==> config.mk <==
export PLATFORM = sky130hd
export DESIGN_NAME = uart_rx_param
export DESIGN_NICKNAME = d
export VERILOG_FILES = /design/src/rtl/uart_pkg.sv /design/src/rtl/uart_rx_sampler.sv /design/src/rtl/uart_rx_param.sv
export SDC_FILE = /design/constraint.sdc
export NUM_CORES = 1
export LEC_CHECK = 0
export ABC_AREA = 1
export ABC_CLOCK_PERIOD_IN_PS = 2350
export CAP_MARGIN = 40
export CORE_MARGIN = 2
export CORE_UTILIZATION = 30
export CTS_CLUSTER_DIAMETER = 80
export DETAILED_ROUTE_END_ITERATION = 6
export GPL_TIMING_DRIVEN = 0
export HOLD_SLACK_MARGIN = 0.02
export PLACE_DENSITY = 0.55
export SLEW_MARGIN = 20
export SYNTH_ARGS = -nofsm -noshare
export SYNTH_HDL_FRONTEND = slang
export SYNTH_SLANG_ARGS = --single-unit
==> constraint.sdc <==
create_clock -name clk -period 2.35 [get_ports clk]
set_input_delay 0.235 -clock clk [delete_from_list [all_inputs] [get_ports clk]]
set_output_delay 0.235 -clock clk [all_outputs]
set_load 0.005 [all_outputs]
==> src/rtl/uart_pkg.sv <==
// uart_pkg: parity modes, receiver state encoding and a sizing helper
package uart_pkg;
  localparam int PAR_NONE = 0;
  localparam int PAR_EVEN = 1;
  localparam int PAR_ODD  = 2;
  typedef enum logic [2:0] {
    S_WF_IDLE = 3'd0,
    S_IDLE    = 3'd1,
    S_START   = 3'd2,
    S_DATA    = 3'd3,
    S_PARITY  = 3'd4,
    S_STOP    = 3'd5
  } state_t;
  function automatic int clog2(input int v);
    int r;
    r = 0;
    while ((1 << r) < v) r++;
    return r;
  endfunction
endpackage

==> src/rtl/uart_rx_sampler.sv <==
// uart_rx_sampler: synchronises sdin and majority-votes the samples around mid-bit
module uart_rx_sampler #(
  parameter int SYNC_STAGES = 2
) (
  input  logic clk,
  input  logic reset,
  input  logic sdin,
  input  logic strobe,
  output logic s,
  output logic bit_val
);
  logic [SYNC_STAGES-1:0] sync;
  logic [1:0] taps;
  always_ff @(posedge clk)
    if (reset) begin
      sync <= '1;
      taps <= '0;
    end else begin
      sync <= {sync[SYNC_STAGES-2:0], sdin};
      if (strobe) taps <= {taps[0], s};
    end
  assign s = sync[SYNC_STAGES-1];
  // taps hold the two earlier samples; the live s is the third vote
  assign bit_val = (taps[1] & taps[0]) | (taps[1] & s) | (taps[0] & s);
endmodule

==> src/rtl/uart_rx_param.sv <==
// uart_rx_param: parametrised UART receiver with majority voting and a valid/ready holding register
module uart_rx_param
  import uart_pkg::*;
#(
  parameter int CLKS_PER_BIT = 220,
  parameter int DATA_BITS    = 8,
  parameter int PARITY       = 0,
  parameter int STOP_BITS    = 1,
  parameter int SYNC_STAGES  = 2
) (
  input  logic                 clk,
  input  logic                 reset,
  input  logic                 sdin,
  input  logic                 data_ready,
  output logic                 data_valid,
  output logic [DATA_BITS-1:0] data,
  output logic                 parity_error,
  output logic                 framing_error,
  output logic                 overrun_error,
  output logic                 busy
);
  localparam int HALF = CLKS_PER_BIT / 2;
  localparam int TW = clog2(CLKS_PER_BIT);
  localparam int CW = clog2(DATA_BITS);
  localparam logic [TW-1:0] T_LAST = TW'(CLKS_PER_BIT - 1);
  localparam logic [TW-1:0] T_PRE = TW'(HALF - 1);
  localparam logic [TW-1:0] T_MID = TW'(HALF);
  localparam logic [TW-1:0] T_COMMIT = TW'(HALF + 1);
  state_t state, state_n;
  logic [TW-1:0] timer;
  logic [CW-1:0] cnt;
  logic [DATA_BITS-1:0] sr;
  logic s, bit_val, par_bad, stop_bad;
  logic commit, bit_end, last_cnt, stop_eval, frame_bad, good, load;
  uart_rx_sampler #(.SYNC_STAGES(SYNC_STAGES)) u_sampler (
    .clk     (clk),
    .reset   (reset),
    .sdin    (sdin),
    .strobe  (timer == T_PRE || timer == T_MID),
    .s       (s),
    .bit_val (bit_val)
  );
  assign busy = state inside {S_START, S_DATA, S_PARITY, S_STOP};
  always_comb begin
    commit = busy && timer == T_COMMIT;
    bit_end = timer == T_LAST;
    last_cnt = state == S_DATA ? cnt == CW'(DATA_BITS - 1) : cnt == CW'(STOP_BITS - 1);
    stop_eval = state == S_STOP && commit && last_cnt;
    frame_bad = stop_bad || !bit_val;
    good = stop_eval && !frame_bad && !par_bad;
    load = good && (!data_valid || data_ready);
    state_n = state;
    case (state)
      S_WF_IDLE: state_n = s ? S_IDLE : S_WF_IDLE;
      S_IDLE:    state_n = s ? S_IDLE : S_START;
      S_START:   state_n = commit && bit_val ? S_IDLE : bit_end ? S_DATA : S_START;
      S_DATA:    state_n = bit_end && last_cnt ? (PARITY != PAR_NONE ? S_PARITY : S_STOP) : S_DATA;
      S_PARITY:  state_n = bit_end ? S_STOP : S_PARITY;
      S_STOP:    state_n = stop_eval ? (frame_bad ? S_WF_IDLE : S_IDLE) : S_STOP;
      default:   state_n = S_WF_IDLE;
    endcase
  end
  always_ff @(posedge clk)
    if (reset) begin
      state <= S_WF_IDLE;
      timer <= '0;
      cnt <= '0;
      sr <= '0;
      par_bad <= 1'b0;
      stop_bad <= 1'b0;
      data_valid <= 1'b0;
      data <= '0;
      parity_error <= 1'b0;
      framing_error <= 1'b0;
      overrun_error <= 1'b0;
    end else begin
      state <= state_n;
      timer <= (!busy || bit_end) ? '0 : timer + 1'b1;
      // bit counter restarts on every state change, so it serves data and stop bits alike
      cnt <= state_n != state ? '0 : bit_end ? cnt + 1'b1 : cnt;
      if (state == S_IDLE) begin
        par_bad <= 1'b0;
        stop_bad <= 1'b0;
      end
      if (commit && state == S_DATA) sr <= {bit_val, sr[DATA_BITS-1:1]};
      if (commit && state == S_PARITY) par_bad <= (^sr ^ bit_val) != (PARITY == PAR_ODD);
      if (commit && state == S_STOP) stop_bad <= stop_bad | !bit_val;
      parity_error <= stop_eval && !frame_bad && par_bad;
      framing_error <= stop_eval && frame_bad;
      overrun_error <= good && !load;
      if (load) data <= sr;
      data_valid <= load || (data_valid && !data_ready);
    end
endmodule

# Word-level counts from Yosys, hierarchy flattened

Cells that the tools add are included.

ROM bits: 0
Word-level logic and storage cells: 80
Memories kept: 0
Output and inout port bits: 13
Bits of input ports: 4
Latch bits: 0
Register bits: 40
Memory bits (writable): 0

Multiply operators: 0
Bitwise gates (word level): 7
Shift-type cells: 0
Add/sub/neg operators: 2
Eq/ne operators: 11
Reduce and logical (&&, ||, !) cells: 34
Multiplexer cells: 13
Magnitude comparators: 0
Divide/modulo/power cells: 0

Operator list:

| cell                                           | number |
|---|---|
| == test 8 x 7 -> 1 bit (second input constant) | 3 |
| one-hot mux 3 bit (6 select lines)             | 1 |
| logical AND 1 bit                              | 14 |
| == test 3 bit (second input constant)          | 3 |
| adder 8 x 1 -> 8 bit (second input constant)   | 1 |
| == test 8 bit (second input constant)          | 1 |
| 2-to-1 mux 1 bit                               | 8 |
| XOR reduction 8 bit                            | 1 |
| zero test 1 bit                                | 7 |
| == test 3 x 2 -> 1 bit (second input constant) | 2 |
| zero test 3 bit                                | 2 |
| 2-to-1 mux 3 bit                               | 2 |
| logical OR 1 bit                               | 5 |
| 2-to-1 mux 2 bit                               | 2 |
| nonzero test 2 bit                             | 2 |
| nonzero test 4 bit                             | 1 |
| OR reduction 2 bit                             | 2 |
| adder 3 x 1 -> 3 bit (second input constant)   | 1 |
| AND 1 bit                                      | 3 |
| == test 3 x 1 -> 1 bit (second input constant) | 1 |
| inequality test 3 bit                          | 1 |
| OR 1 bit                                       | 3 |
| bitwise XOR 1 bit                              | 1 |

# Logic depth before layout (Yosys ltp)

Gate-level depths: netlist (run 1).

Depth after elaboration: 11
Mapped depth: 14
Depth with buffers taken out: 14

# Hierarchy

A second synthesis (run 1) with hierarchy kept.

Cells, all modules: 274
Area total of the unflattened synthesis: 1990.7 µm²

By module, submodules not included:

| module          | cells each | instances | seq. area each (µm²) | area an instance (µm²) |
|---|---|---|---|---|
| uart_rx_param   | 254        | 1         | 720.7                | 1841.8 |
| uart_rx_sampler | 20         | 1         | 80.1                 | 148.9 |

# Worst setup path before layout (run 1)

OpenSTA, ideal clock, no wires.

Path type: register to register
Start: reg state[1]
End: reg data[6]
Library setup time: 116 ps
Clock period less this slack: 1712 ps
Arrival time: 1596 ps
Data required time: 2234 ps
Stages on the path, launching flop included: 10
Setup slack: 638 ps
Path buffers: 1
Cell sequence: dfxtp_1 -> ha_1 -> inv_1 -> nor2_1 -> nand3_1 -> nor3_2 -> nand3b_2 -> buf_6 -> o21ai_1 -> a21oi_1

Cells in the longest elaborated chain, start to end: 8
Elaborated cells between the ends (all ways): 12
Those cells by class: eq/ne (4); mux (1); reduce/logical (7)

Ends and longest elaborated chain:

| element                                                 | line                | source |
|---|---|---|
| start: declaration                                      | uart_rx_param.sv:29 | `state_t state, state_n;` |
| start signal: assignment                                | uart_rx_param.sv:77 | `state <= state_n;` |
| == test 3 x 2 -> 1 bit or == test 3 bit (tied branches) | uart_rx_param.sv:43 | `assign busy = state inside {S_START, S_DATA, S_PARITY, S_STOP};` |
| nonzero test 4 bit (*)                                  | uart_rx_param.sv:43 |  |
| net busy                                                | uart_rx_param.sv:20 | `output logic busy` |
| logical AND 1 bit (*)                                   | uart_rx_param.sv:45 | `commit = busy && timer == T_COMMIT;` |
| logical AND 1 bit (*) (2 in a row)                      | uart_rx_param.sv:48 | `stop_eval = state == S_STOP && commit && last_cnt;` |
| logical AND 1 bit (*) (2 in a row)                      | uart_rx_param.sv:50 | `good = stop_eval && !frame_bad && !par_bad;` |
| logical AND 1 bit (*)                                   | uart_rx_param.sv:51 | `load = good && (!data_valid \|\| data_ready);` |
| end signal: assignment                                  | uart_rx_param.sv:91 | `if (load) data <= sr;` |
| end: declaration                                        | uart_rx_param.sv:16 | `output logic [DATA_BITS-1:0] data,` |

The timed path passes the listed nets; every way through them passes the cells marked *.
A chain may end at the register's enable or synchronous reset.

# Worst setup path after layout (run 1)

Start: reg state[1]
End: reg data[6]

Cells in the longest elaborated chain, start to end: 8
Elaborated cells between the ends (all ways): 12
Those cells by class: eq/ne (4); mux (1); reduce/logical (7)

Ends and longest elaborated chain:

| element                                        | line |
|---|---|
| == test 3 x 2 -> 1 bit (tied with other cells) | uart_rx_param.sv:43 |
| nonzero test 4 bit                             | uart_rx_param.sv:43 |
| logical AND 1 bit                              | uart_rx_param.sv:45 |
| logical AND 1 bit                              | uart_rx_param.sv:48 |
| logical AND 1 bit (*)                          | uart_rx_param.sv:48 |
| logical AND 1 bit (*) (2 in a row)             | uart_rx_param.sv:50 |
| logical AND 1 bit (*)                          | uart_rx_param.sv:51 |

Mark *: on every way between the ends. The rest lies on a longest branch, timed or not.

==> results.yml, run 1 <==
routing:
  drtPass1Iterations: 4
  ant_nets: 0
  drc: 0
  wirelength_um: 3750
  viasPerCell: 4.47
  vias: 1654
  wl_per_cell_um: 10.1
  drt_iter0_drc: 58
timing:
  period_share_pct: 86.3
  max_freq_mhz: 493
  tightest_slew_ps: 482
  rsz0062_at_grt: "no"
  hold_viol_final: 0
  finClkSkew_ps: 8.02
  timing.hold.ws_ps: 307
  period_needed_ps: 2030
  setup_viol: 0
  setup_tns_ps: 0
  drv_slew: 0
  slew_headroom_pct: 67.8
power:
  p_leak_nw: 0.892
  powerDensity_nw_per_um2: 530
  vdd_drop_max_v: 0.000244
floorplan:
  num_rows: 29
  fp.dieArea_sq_um: 7200
  coreArea_sq_um: 6350
  pin_count: 17
  die_h_um: 84.9
  initial_core_util_pct: 30.9
  die_x_um: 84.9
critical_path:
  r2r_end: "data[6]"
  worstRegToRegCells: 9
  cp_slowest_cell: "dfxtp_1"
  start_kind: "register"
  endpoint_kind: "register"
  worst_ep_required_time_ps: 2550
  cpPeakStageDelay_ps: 400
  r2r-start: "state[1]"
  crit_path_start: "state[1]"
  arrival_ps: 2230
  critPathKind: "register to register"
  cp_max_fo: 10
  cp_cell_sequence: "ha_1 -> inv_1 -> nor2_1 -> nand3_1 -> nor3_2 -> nand3b_2 -> buf_6 -> o21ai_1 -> a21oi_1"
  r2r_slack_ps: 320
global_route:
  antenna_found_initial: 0
  grt_pass1_vias: 1539
  grt_pass1_wl_um: 6850
  gr-total-overflow: 0
  grt_usage_pct: 11.5
  grt_max_degree: 14
clocking:
  cts_resized: 0
  cts_root_buffer: "clkbuf_8"
  cts_buffers: 5
  tritoncts: "built"
  cts_max_level: 2
  clock_latency_ps: 300
  cts_setup_buffers: 0
  clk_pin_slew_ps: 80
  clockBufferDepth: 2
  clock_sinks: 40
  ctsHoldBuffers: 0
logic_synthesis:
  synth_cell_type_count: 30
  syn_area_sq_um: 1960
  synth_fp_nets: 281
  yosys_warnings: 0
  yosysSeqAreaShare_pct: 40.8
  avgSynthCellArea_sq_um: 7.27
  synthArstFlopShare_pct: 0
  synthCells: 270
  synth_seq_cells: 40
  synth_top_flop_cell: "dfxtp_1"
  synth_edf_count: 0
cells_and_area:
  diodes: 0
  syn_to_final_growth_pct: 17.5
  drive_gt1_share_pct: 8.19
  final_nets: 303
  post-route-util_pct: 36.3
  design_area_sq_um: 2310
worst_hold_path:
  hold_depth: 2
  hold_start: "reset"
  hold_class: "input pin to register"
  holdPathEnd: "state[2]"
job:
  max_cap_violations: 0
placed_design:
  io_buffers: 15
  place_congestion: 0.821
  place_area_sq_um: 2210
  dp_hpwl_um: 2800
status:
  outcome: "complete, no violations"
## synthesized netlist by cell type, types with 2 or more instances
library cell  instances  area share [%]
a21oi_1              17             4.3
clkbuf_1              3            0.57
dfxtp_1              40              41
ha_1                  7             4.5
inv_1                42             8.0
inv_2                 2            0.38
nand2_1              49             9.4
nand2_2               2            0.64
nand3_1              16             4.1
nand3_2               2             1.0
nor2_1               32             6.1
nor3_1               12             3.1
o21ai_0              18             4.6
o21ai_2               2            0.89
or2_2                 3            0.96
xnor2_1               5             2.2
xor2_1                5             2.2
## critical path: cells and delay by family (launching register included)
kind,cells,cell delay [ps]
flops,1,400
buf+inv,2,270
simple gates,4,710
fa+ha+maj,1,390
compound gates,2,170
## final cells by class
| class | instances | area [sq um] |
|---|---|---|
| fill | 682 | 4040 |
| multi-input combinational | 181 | 960 |
| sequential | 40 | 801 |
| inverter | 44 | 165 |
| timing repair buffer | 15 | 150 |
| tap | 77 | 96.3 |
| clock buffer | 6 | 82.6 |
| buffer | 5 | 36.3 |
| clock inverter | 2 | 15.0 |
## routing by layer
layer	track usage, %	vias up	share of wire [%]
li1	-	896	-
met1	15.3	721	51
met2	18.1	30	44
met3	2.92	7	4.0
met4	4.04	0	1.1
met5	0	-	0
## how the worst max path moves through the flow
stage          endpoint  slack (ps)  depth (start not counted)
2_1_floorplan   data[6]         640                          9
5_1_grt         data[6]         140                          9
6_report        data[6]         320                          9
3_5_place_dp    data[6]         330                          9
3_3_place_gp    data[6]         340                          9
4_1_cts         data[6]         320                          9
## placed cells by master (no fill, tap or decap)
cell type	n
nand2_1	49
inv_1	42
dfxtp_1	40
nor2_1	32
o21ai_0	18
a21oi_1	17
nand3_1	16
clkdlybuf4s50_1	15
nor3_1	12
clkbuf_8	7
ha_1	7
xnor2_1	5
xor2_1	5
clkbuf_1	3
or2_2	3
nand3_2	2
inv_2	2
nand2_2	2
o21ai_2	2
clkinvlp_4	2
nand3_4	1
a31oi_1	1
o2111ai_1	1
nand4_1	1
nor3_2	1
nand3b_2	1
buf_6	1
nor4_1	1
o21a_1	1
o211a_1	1
o21ai_1	1
nor3b_1	1
## logic make-up (layout without fill, tap and decap cells)
group           after synthesis  after routing  share of synthesized area (%)
simple gates                122            122                           28.3
buf+inv                      49             72                           10.3
compound gates               42             42                           11.7
flops                        40             40                           40.8
xor+xnor                     10             10                           4.46
fa+ha+maj                     7              7                           4.46
## stage by stage
step | setup WS, ps | power, W | instances
2_1_floorplan | 638 | 0.000739 | 270
3_3_place_gp | 344 | 0.000755 | 362
3_5_place_dp | 325 | 0.000755 | 362
4_1_cts | 321 | 0.00124 | 370
5_1_grt | 137 | 0.00128 | 370
6_report | 322 | 0.00122 | 370
## flip-flops by register name, indices dropped and copies added, names as in the netlist, 2 cells and up
register and count:
cnt 3, data 8, u_sampler.taps 2, timer 8, u_sampler.sync 2, state 3
sr 8
## where the power goes
part           switching [W]  internal (W)  total [W]
combinational      0.0000324     0.0000207  0.0000531
sequential        0.00000404      0.000681   0.000685
clock               0.000245      0.000238   0.000483
total               0.000282      0.000940    0.00122
Note: power is estimated with default switching activity, not from simulation.
==> run 2, diff against run 1 <==
MAX_ROUTING_LAYER = met4   (was unset)
==> results.yml, run 2 (synthesized netlist as in run 1, its figures left out) <==
floorplan:
  pin_count: 17
  die_x_um: 84.9
  num_rows: 29
  die_h_um: 84.9
  initial_core_util_pct: 30.9
  coreArea_sq_um: 6350
  fp.dieArea_sq_um: 7200
cells_and_area:
  drive_gt1_share_pct: 8.19
  final_nets: 303
  final_cells: 370
  reg_top3: "data x8, sr x8, timer x8"
  syn_to_final_growth_pct: 17.5
  diodes: 0
  layout_common_cells: "nand2_1, inv_1, dfxtp_1, nor2_1, o21ai_0"
  final_common_cell: "nand2_1"
routing:
  viasPerCell: 4.47
  wl_per_cell_um: 10.1
  wirelength_um: 3750
  drt_iter0_drc: 65
  drtPass1Iterations: 4
  ant_nets: 0
  vias: 1655
  drc: 0
timing:
  max_freq_mhz: 493
  fin_ws_ps: 323
  drv_slew: 0
  setup_viol: 0
  period_share_pct: 86.2
  period_needed_ps: 2030
  tightest_slew_ps: 482
  finClkSkew_ps: 8.02
  hold_viol_final: 0
  slew_headroom_pct: 67.8
  rsz0062_at_grt: "no"
  setup_tns_ps: 0
clocking:
  clock_sinks: 40
  cts_root_buffer: "clkbuf_8"
  clock_latency_ps: 300
  cts_resized: 0
  clockBufferDepth: 2
  cts_setup_buffers: 0
  tritoncts: "built"
  cts_buffers: 5
  ctsHoldBuffers: 0
  cts_max_level: 2
  clk_pin_slew_ps: 80
placed_design:
  dp_slack_ps: 325
  place_congestion: 0.833
  placed_cells_incl_taps: 362
  io_buffers: 15
  dp_hpwl_um: 2800
power:
  vdd_drop_max_v: 0.000244
  p_leak_nw: 0.892
  powerDensity_nw_per_um2: 530
critical_path:
  start_kind: "register"
  cp_max_fo: 10
  worstRegToRegCells: 9
  endpoint_kind: "register"
  worst_ep_required_time_ps: 2550
  critPathKind: "register to register"
  arrival_ps: 2220
global_route:
  antenna_found_initial: 0
  grt_max_degree: 14
  grt_usage_pct: 11.8
  gr-total-overflow: 0
  grt_pass1_vias: 1535
  grt_pass1_wl_um: 6850
worst_hold_path:
  hold_depth: 2
  hold_class: "input pin to register"
job:
  max_cap_violations: 0
status:
  outcome: "complete, no violations"
run 2: cell counts in the layout (fill, tap and decap cells not counted):
Identical to the previous run, type by type.
run 2: final cells by class:
| class | instances | area (sq um) |
|---|---|---|
| repair buffers | 15 | 150 |
| clock buffers | 6 | 82.6 |
| inverters | 44 | 165 |
| plain buffers | 5 | 36.3 |
| flip-flops and latches | 40 | 801 |
| fillers | 682 | 4040 |
| multi-input cells | 181 | 960 |
| clock inverters | 2 | 15.0 |
| well taps | 77 | 96.3 |
run 2: final timing paths:
kind	start	slack [ps]	end
setup / recovery	state[1]	320	data[6]
hold / removal	reset	310	state[2]
setup reg to reg	state[1]	320	data[6]
hold reg to reg	u_sampler.sync[0]	410	u_sampler.sync[1]
run 2: stage by stage:
step / util, % / instance area, sq um / total power, W / hold WS [ps]
after global placement: 34.8 / 2210 / 0.000755 / 396
final: 36.3 / 2310 / 0.00122 / 307
after detailed placement: 34.8 / 2210 / 0.000755 / 398
after CTS: 36.3 / 2310 / 0.00124 / 323
after global routing: 36.3 / 2310 / 0.00128 / 336
after floorplan: - / 1960 / 0.000739 / 339
run 2: metal layers:
layer / up-vias / part of all wire, % / GRT usage (%)
met5: - / 0 / -
met4: 0 / 1.1 / 4.04
met3: 7 / 4.1 / 2.92
met2: 31 / 44 / 18.1
met1: 721 / 51 / 15.3
li1: 896 / - / -
run 2: worst max-delay path: stages, from the launching register on:
cell,delay (ps)
dfxtp_1,400
ha_1,390
inv_1,80
nor2_1,200
nand3_1,150
nor3_2,170
nand3b_2,190
buf_6,190
o21ai_1,120
a21oi_1,50
run 2: power breakdown:
group | leakage (nW) | switching (W) | internal, W | total (W)
clock | 0.0434 | 0.000245 | 0.000238 | 0.000483
sequential | 0.323 | 0.00000404 | 0.000681 | 0.000685
combinational | 0.525 | 0.0000323 | 0.0000207 | 0.0000531
==> run 3, diff against run 2 <==
DONT_BUFFER_PORTS = 1   (was unset)
PLACE_DENSITY = 0.52   (was 0.55)
SLEW_MARGIN = unset   (was 20)
==> results.yml, run 3 (synthesized netlist as in run 1, its figures left out) <==
global_route:
  grt_max_degree: 15
  grt_pass1_wl_um: 7000
  grt_usage_pct: 12.3
  gr-total-overflow: 0
  antenna_found_initial: 0
  grt_pass1_vias: 1566
cells_and_area:
  multiInputGateArea_sq_um: 960
  final_common_cell: "nand2_1"
  design_area_sq_um: 2170
  layout_common_cells: "nand2_1, inv_1, dfxtp_1, nor2_1, o21ai_0"
  regArea_sq_um: 801
  syn_to_final_growth_pct: 10.8
  final_nets: 288
  diodes: 0
  drive_gt1_share_pct: 8.63
  reg_top3: "data x8, sr x8, timer x8"
  fill_cells: 662
clocking:
  ctsHoldBuffers: 0
  clockBufferDepth: 2
  clock_sinks: 40
  cts_buffers: 5
  cts_setup_buffers: 0
  cts_root_buffer: "clkbuf_8"
  tritoncts: "built"
  clock_latency_ps: 290
  cts_max_level: 2
  cts_resized: 0
  clk_pin_slew_ps: 80
worst_hold_path:
  hold_class: "input pin to register"
critical_path:
  cp_max_fo: 10
  critPathKind: "register to register"
  arrival_ps: 2220
  endpoint_kind: "register"
  worst_ep_required_time_ps: 2540
  start_kind: "register"
power:
  finalPower_w: 0.00131
  p_leak_nw: 0.851
  powerDensity_nw_per_um2: 603
  clock_power_share_pct: 43.9
  p_switching_w: 0.000293
  switching_share_pct: 22.3
  vdd_drop_max_v: 0.000390
  combinationalPowerShare_pct: 3.9
  p_int_w: 0.00102
  power_frac_seq_pct: 52.3
placed_design:
  dp_slack_ps: 285
  place_area_sq_um: 2060
  io_buffers: 0
  dp_hpwl_um: 2940
  place_congestion: 0.814
routing:
  drtPass1Iterations: 4
  wl_per_cell_um: 11.2
  wirelength_um: 3970
  drc: 0
  ant_nets: 0
  vias: 1644
  drt_iter0_drc: 99
  viasPerCell: 4.63
floorplan:
  fp.dieArea_sq_um: 7200
  die_h_um: 84.9
  pin_count: 17
  die_x_um: 84.9
  num_rows: 29
  coreArea_sq_um: 6350
  initial_core_util_pct: 30.9
timing:
  max_freq_mhz: 493
  fin_ws_ps: 321
  drv_slew: 0
  period_share_pct: 86.3
  timing.hold.ws_ps: 41.0
  finClkSkew_ps: 10.1
  period_needed_ps: 2030
  setup_tns_ps: 0
  slew_headroom_pct: 63.5
  tightest_slew_ps: 545
  rsz0062_at_grt: "no"
  setup_viol: 0
  hold_viol_final: 0
job:
  max_cap_violations: 0
status:
  outcome: "complete, no violations"
==> run 3: power groups by stage <==
stage | clock network (W) | registers [W] | logic [W]
4_1_cts | 0.000594 | 0.000685 | 0.0000514
6_report | 0.000575 | 0.000685 | 0.0000505
5_1_grt | 0.000619 | 0.000686 | 0.0000593
2_1_floorplan | 0 | 0.000700 | 0.0000390
3_3_place_gp | 0 | 0.000701 | 0.0000502
3_5_place_dp | 0 | 0.000701 | 0.0000511
==> run 3: cell type report <==
class / count / area share [%]
Tap cell: 77 / 4.43
Sequential cell: 40 / 36.8
Buffer: 5 / 1.67
Clock inverter: 3 / 2.13
Clock buffer: 5 / 3.17
Multi-Input combinational cell: 181 / 44.2
Inverter: 44 / 7.60
==> run 3: layer usage <==
metal	GRT usage [%]	up-vias	routed length, um
li1	-	872	-
met1	14.5	743	1930
met2	20.6	25	1850
met3	3.21	4	156
met4	3.46	0	34
met5	-	-	0
==> run 3: path summary, 6_finish.rpt <==
kind	depth (start not counted)	start	slack (ps)	endpoint
worst max-delay path	9	state[1]	320	data[6]
worst min-delay path	1	sdin	40	u_sampler.sync[0]
worst max register to register	9	state[1]	320	data[6]
worst min register to register	1	u_sampler.sync[0]	410	u_sampler.sync[1]
==> run 3: stage by stage <==
step           utilization, %  std cells
2_1_floorplan               -        270
3_5_place_dp             32.4        347
6_report                 34.2        355
5_1_grt                  34.2        355
4_1_cts                  34.2        355
3_3_place_gp             32.4        347
==> run 3: worst max-delay path: stages, from the launching register on <==
cell      delay (ps)
dfxtp_1          410
ha_1             400
inv_1             80
nor2_1           190
nand3_1          160
nor3_2           170
nand3b_2         180
buf_6            180
o21ai_1          110
a21oi_1           50
